[src/rtl/snitch_icache_pkg.sv]
// Package: snitch_icache_pkg
// Shared configuration record and fill-stage state encoding for the icache data path.
//   config_t      : geometry of the data SRAM and the refill beat width
//   DefaultCfg    : 256-bit lines, 64-bit refill beats, 2 sets, 7-bit line index
//   fill_state_e  : refill write stage states
//   fill_cfg_ok() : true when a line splits into a whole, non-zero number of beats
package snitch_icache_pkg;

    typedef struct packed {
        int unsigned LINE_WIDTH;
        int unsigned FILL_DW;
        int unsigned SET_COUNT;
        int unsigned COUNT_ALIGN;
    } config_t;

    localparam config_t DefaultCfg = '{
        LINE_WIDTH:  256,
        FILL_DW:     64,
        SET_COUNT:   2,
        COUNT_ALIGN: 7
    };

    typedef enum logic [1:0] {
        FillIdle,
        FillBeats,
        FillWrite,
        FillErr
    } fill_state_e;

    function automatic bit fill_cfg_ok(config_t cfg);
        return (cfg.FILL_DW != 0) && (cfg.LINE_WIDTH >= cfg.FILL_DW) &&
               ((cfg.LINE_WIDTH % cfg.FILL_DW) == 0);
    endfunction

endpackage

[src/rtl/snitch_icache_data_fill.sv]
// Module: snitch_icache_data_fill
// Refill write stage in front of the icache data SRAM banks. Gathers refill beats into one full
// line and writes it to the selected set once the SRAM arbiter grants; errored lines are dropped
// and reported instead of written.
// Ports:
//   clk_i, rst_ni            clock, asynchronous active-low reset
//   fill_req_*               line fill request (index, set); ready only while idle
//   beat_*                   refill beats (data, last flag, bus error); ready only while filling
//   ram_enable_o/write_o     one-hot set enable and write strobe towards the data SRAM
//   ram_addr_o/ram_wdata_o   line address and line data (replicated on every set)
//   ram_gnt_i                arbiter grant; the write takes place in the granted cycle
//   fill_done_o/fill_error_o completion pulse, qualified by error when the line was dropped
module snitch_icache_data_fill
    import snitch_icache_pkg::*;
#(
    parameter config_t CFG = DefaultCfg,
    localparam int unsigned SET_AW = (CFG.SET_COUNT > 1) ? $clog2(CFG.SET_COUNT) : 1
) (
    input  logic                                          clk_i,
    input  logic                                          rst_ni,
    input  logic                                          fill_req_valid_i,
    output logic                                          fill_req_ready_o,
    input  logic [CFG.COUNT_ALIGN-1:0]                    fill_req_index_i,
    input  logic [SET_AW-1:0]                             fill_req_set_i,
    input  logic                                          beat_valid_i,
    output logic                                          beat_ready_o,
    input  logic [CFG.FILL_DW-1:0]                        beat_data_i,
    input  logic                                          beat_last_i,
    input  logic                                          beat_error_i,
    output logic [CFG.SET_COUNT-1:0]                      ram_enable_o,
    output logic                                          ram_write_o,
    output logic [CFG.COUNT_ALIGN-1:0]                    ram_addr_o,
    output logic [CFG.SET_COUNT-1:0][CFG.LINE_WIDTH-1:0]  ram_wdata_o,
    input  logic                                          ram_gnt_i,
    output logic                                          fill_done_o,
    output logic                                          fill_error_o
);

    localparam int unsigned LW    = CFG.LINE_WIDTH;
    localparam int unsigned DW    = CFG.FILL_DW;
    localparam int unsigned SETS  = CFG.SET_COUNT;
    localparam int unsigned AW    = CFG.COUNT_ALIGN;
    localparam int unsigned BEATS = LW / DW;
    localparam int unsigned CNT_W = $clog2(BEATS + 1);
    localparam logic [CNT_W-1:0] LastCnt = CNT_W'(BEATS - 1);

    if (!fill_cfg_ok(CFG)) begin : gen_cfg_check
        $error("LINE_WIDTH must be a non-zero whole multiple of FILL_DW");
    end

    fill_state_e       state_q;
    logic [CNT_W-1:0]  cnt_q;
    logic [LW-1:0]     line_q;
    logic [AW-1:0]     index_q;
    logic [SET_AW-1:0] set_q;
    logic              err_q;

    logic beat_last_ok;
    logic err_next;
    logic in_write;

    // The counter decides where the line ends; beat_last_i is only cross-checked against it.
    assign beat_last_ok = (beat_last_i == (cnt_q == LastCnt));
    assign err_next     = err_q | beat_error_i | ~beat_last_ok;

    always_ff @(posedge clk_i or negedge rst_ni) begin
        if (!rst_ni) begin
            state_q <= FillIdle;
            cnt_q   <= '0;
            line_q  <= '0;
            index_q <= '0;
            set_q   <= '0;
            err_q   <= 1'b0;
        end else begin
            case (state_q)
                FillIdle: begin
                    if (fill_req_valid_i) begin
                        index_q <= fill_req_index_i;
                        set_q   <= fill_req_set_i;
                        err_q   <= 1'b0;
                        cnt_q   <= '0;
                        state_q <= FillBeats;
                    end
                end
                FillBeats: begin
                    if (beat_valid_i) begin
                        line_q[32'(cnt_q) * DW +: DW] <= beat_data_i;
                        cnt_q <= cnt_q + 1'b1;
                        err_q <= err_next;
                        if (cnt_q == LastCnt) begin
                            state_q <= err_next ? FillErr : FillWrite;
                        end
                    end
                end
                FillWrite: begin
                    if (ram_gnt_i) begin
                        state_q <= FillIdle;
                    end
                end
                FillErr: begin
                    state_q <= FillIdle;
                end
                default: begin
                    state_q <= FillIdle;
                end
            endcase
        end
    end

    // SRAM-facing outputs depend on state and registers only; the grant never feeds them.
    always_comb begin
        in_write         = (state_q == FillWrite);
        fill_req_ready_o = (state_q == FillIdle);
        beat_ready_o     = (state_q == FillBeats);
        ram_write_o      = in_write;
        ram_enable_o     = in_write ? (SETS'(1) << set_q) : '0;
        ram_addr_o       = in_write ? index_q : '0;
        ram_wdata_o      = in_write ? {SETS{line_q}} : '0;
        fill_done_o      = (in_write && ram_gnt_i) || (state_q == FillErr);
        fill_error_o     = (state_q == FillErr);
    end

endmodule

[config.mk]
export PLATFORM = sky130hd
export DESIGN_NAME = snitch_icache_data_fill
export DESIGN_NICKNAME = d
export VERILOG_FILES = /design/src/rtl/snitch_icache_pkg.sv /design/src/rtl/snitch_icache_data_fill.sv
export SDC_FILE = /design/constraint.sdc
export NUM_CORES = 1
export LEC_CHECK = 0
export ABC_AREA = 1
export CAP_MARGIN = 10
export CELL_PAD_IN_SITES_DETAIL_PLACEMENT = 1
export CELL_PAD_IN_SITES_GLOBAL_PLACEMENT = 1
export CORE_AREA = 2 2 238 240
export DETAILED_ROUTE_END_ITERATION = 10
export DIE_AREA = 0 0 240 242
export PLACE_DENSITY_LB_ADDON = 0.1
export SLEW_MARGIN = 20
export SYNTH_ARGS = -nofsm -noshare
export SYNTH_HDL_FRONTEND = slang
export SYNTH_SLANG_ARGS = --single-unit
export TNS_END_PERCENT = 100
[constraint.sdc]
create_clock -name clk_i -period 3.6 [get_ports clk_i]
set_input_delay 0.9 -clock clk_i [delete_from_list [all_inputs] [get_ports clk_i]]
set_output_delay 0.9 -clock clk_i [all_outputs]
set_load 0.005 [all_outputs]
==> impl_results.md <==
- TritonCTS buffer count: 35
- Vias in the first global route: 15400
- Top-count cell post-synth: nand2_1
- Max Slew Vio Count: 0
- Dpl cells: 3161
- Slew HR: 34.6%
- Final setup TNS: 0 ns
- Asr flop ratio synth: 100%
- Non-filler cells, final: 3221
- First-pass GRT wire length: 94200 um
- WL/cell: 19.1 um
- Syn-to-layout area delta: 38.0%
- Post-Place Cell Area: about 0.020 mm2
- Filler cell count: 6820
- IR drop worst, VDD: ~0.42 mV
- Class of the worst hold path: input port to async pin
- Distinct cells, synth: 21
- Final Setup Violations: 0
- Rows: 87
- WP data arrival: 2.50 ns
- Synth Area per Inst: roughly 7.2 um2
- Post-Syn Area: 0.0156 mm2
- I/O pins: about 600
- Clock Latency Late Sink: around 0.54 ns
- Clock sinks: 270
- Syn nets: between 2000 and 2500
- Vias per cell: 4.42
- Total Die Area: between 0.05 and 0.06 mm2
- CP required: 2.70 ns
- WL final: a little over 60000 um
- Initial DRC count: 657
- RSZ-0062 raised after global routing: no
- Clock-pin slew on the worst setup and hold paths: 0.05 ns
- Startpoint Class: flip-flop
- Post-CTS setup buffers: 0
- # DRC: 0
- Crit path max fanout: 80
- Crit-path cells: inv_1 > nand2_4 > buf_12 > nor2_1 > clkdlybuf4s50_1
- Dpl hpwl: 42300 um
- Die W: 240 um
- Worst slew pin tran: 0.981 ns
- Delay of the slowest critical-path stage: 0.58 ns
- Post-cts resize count: 0
- Outcome: completed
- Buffers on Ports: between 600 and 700
- Crit path time final: 3.40 ns
- Post-synth top area share: 43.4%
- CP max stage cell: clkdlybuf4s50_1
- Fin Clk Skew: 0.0163 ns
- Leakage power: 0.00915 uW
- Worst Setup End Kind: output port
- Grt ovf: 0
- Nets: 2528
- Initial antenna violation count: 0
- Starting Density: about 28%
- Final Cycle Share: between 90% and 100%
- Seq/Total Area, Yosys: 43.4%
- Pin count of the biggest net entering global routing: 83
- Synth cell count leaders: 402 x nand2_1, 345 x nor2_1, 337 x inv_1
- Area leader, netlist: dfrtp_1
- Post-Layout Inst Area: 0.0215 mm2
- Pre-antenna DRT Iters: 5
- Gate count after technology mapping: approximately 2200
- Max-cap violations: 0
- Yosys warnings: 0
- H-tree lvl count: 2
- Synth area leaders: dfrtp_1 43%, buf_4 13%, nand2_1 9.7%
- Layout cells sized above 1: 3.73%
- Kind of critical path: flip-flop to output port
- Root buf cell: clkbuf_16
- ANT nets after route: 0
- Total track usage: between 20% and 30%
- Routed vias: 14200
- Hold buffer count at CTS: 0
- Synth Flop Type: dfrtp_1
- CTS tree: yes
- EDFF count, synth: 0
- GP Congestion: approximately 0.75
- Core footprint: 0.0557 mm2
- Maximum clock rate: 294 MHz
- Fin. Hold Viols: 0
- P per Cell Area: 596 mW/mm2
- Die height: 242 um
- CTS Buffer Depth: 3
- Synth Register Bits: 270
## cells by family after synthesis
group / share of synthesized area [%]
AOI/OAI and AO/OA: 4.64
and+or+nand+nor: 26.7
adders and majority gates: 0.562
buffers and inverters: 24.7
DFF: 43.4
## worst max-delay path, delay by kind of cell (launching register included)
family,cells,cell delay (ns)
buf+inv,3,0.97
flops,1,0.45
simple gates,2,0.48
## area by class of cell
class,count,area [um2],share of cell area (%)
inverters,341,1290,5.98
clock inverters,4,45.0,0.209
multi-input cells,1163,5020,23.3
diodes,1,2.50,0.0116
repair buffers,631,6380,29.7
clock buffers,55,1060,4.95
well taps,756,946,4.40
flip-flops and latches,270,6760,31.4
## per-stage QoR
| stage | total power [uW] | util, % | setup WS (ns) | hold WS, ns |
|---|---|---|---|---|
| 6_report | 12800 | 38.6 | 0.198 | 0.300 |
| 5_1_grt | 13800 | 38.6 | 0.0739 | 0.339 |
| 4_1_cts | 13000 | 38.6 | 0.179 | 0.314 |
| 3_5_place_dp | 9490 | 36.6 | 0.605 | 0.465 |
| 3_3_place_gp | 9330 | 36.6 | 0.628 | 0.463 |
| 2_1_floorplan | 7760 | - | 1.48 | 0.449 |
## routing by layer
layer | routed length [um] | track usage, % | vias up | share of wire [%]
met1 | 26800 | 26.3 | 7004 | 44
met5 | 0 | 0 | - | 0
met2 | 31000 | 37.4 | 371 | 50
met3 | 2460 | 3.01 | 61 | 4.0
li1 | - | - | 6803 | -
met4 | 1160 | 5.17 | 0 | 1.9
## sequential cells by signal, summed over array words and instances, names as in the netlist
name     count
cnt_q        3
index_q      7
err_q        1
state_q      2
set_q        1
line_q     256
## placed cells by master (no fill, tap or decap)
| master | Yosys | layout |
|---|---|---|
| clkdlybuf4s50_1 | 0 | 603 |
| nand2_1 | 402 | 400 |
| nor2_1 | 345 | 343 |
| inv_1 | 337 | 336 |
| dfrtp_1 | 270 | 269 |
| nand3_1 | 194 | 194 |
| o21ai_1 | 88 | 88 |
| nor3_1 | 66 | 65 |
| o21ai_0 | 44 | 44 |
| clkbuf_16 | 0 | 37 |
| buf_4 | 273 | 17 |
| a21oi_1 | 11 | 11 |
| clkbuf_1 | 29 | 11 |
| buf_12 | 0 | 10 |
| ha_1 | 7 | 7 |
| clkbuf_8 | 0 | 7 |
| clkinv_2 | 0 | 4 |
| nor2_4 | 0 | 3 |
| inv_2 | 4 | 2 |
| nand2_4 | 0 | 2 |
| inv_4 | 0 | 2 |
| nand3_4 | 1 | 2 |
| diode_2 | 0 | 1 |
| nor2_2 | 2 | 1 |
| nor3_4 | 0 | 1 |
| nor3_2 | 1 | 1 |
| o22ai_1 | 1 | 1 |
| bufinv_16 | 0 | 1 |
| dfrtp_4 | 0 | 1 |
| buf_8 | 0 | 1 |
## power by group
part / leakage, uW / switching [uW] / internal, uW / total [uW]
Combinational: 0.00495 / 3270 / 1240 / 4520
Sequential: 0.00365 / 621 / 4220 / 4840
Clock: 0.000545 / 1370 / 2090 / 3460
Total: 0.00915 / 5270 / 7550 / 12800
## final timing paths
| check | startpoint | to | slack [ns] | cells past startpoint |
|---|---|---|---|---|
| setup / recovery | state_q[0] | ram_wdata_o[235] | 0.20 | 5 |
| hold / removal | rst_ni | line_q[74] | 0.30 | 1 |
| setup reg to reg | cnt_q[0] | line_q[245] | 0.75 | 9 |
| hold reg to reg | line_q[162] | line_q[162] | 0.48 | 2 |
| max in group asynchronous | rst_ni | line_q[175] | 2.43 | 2 |
| min in group clk_i | line_q[162] | line_q[162] | 0.48 | 2 |
Note: power is estimated with default switching activity, not from simulation.
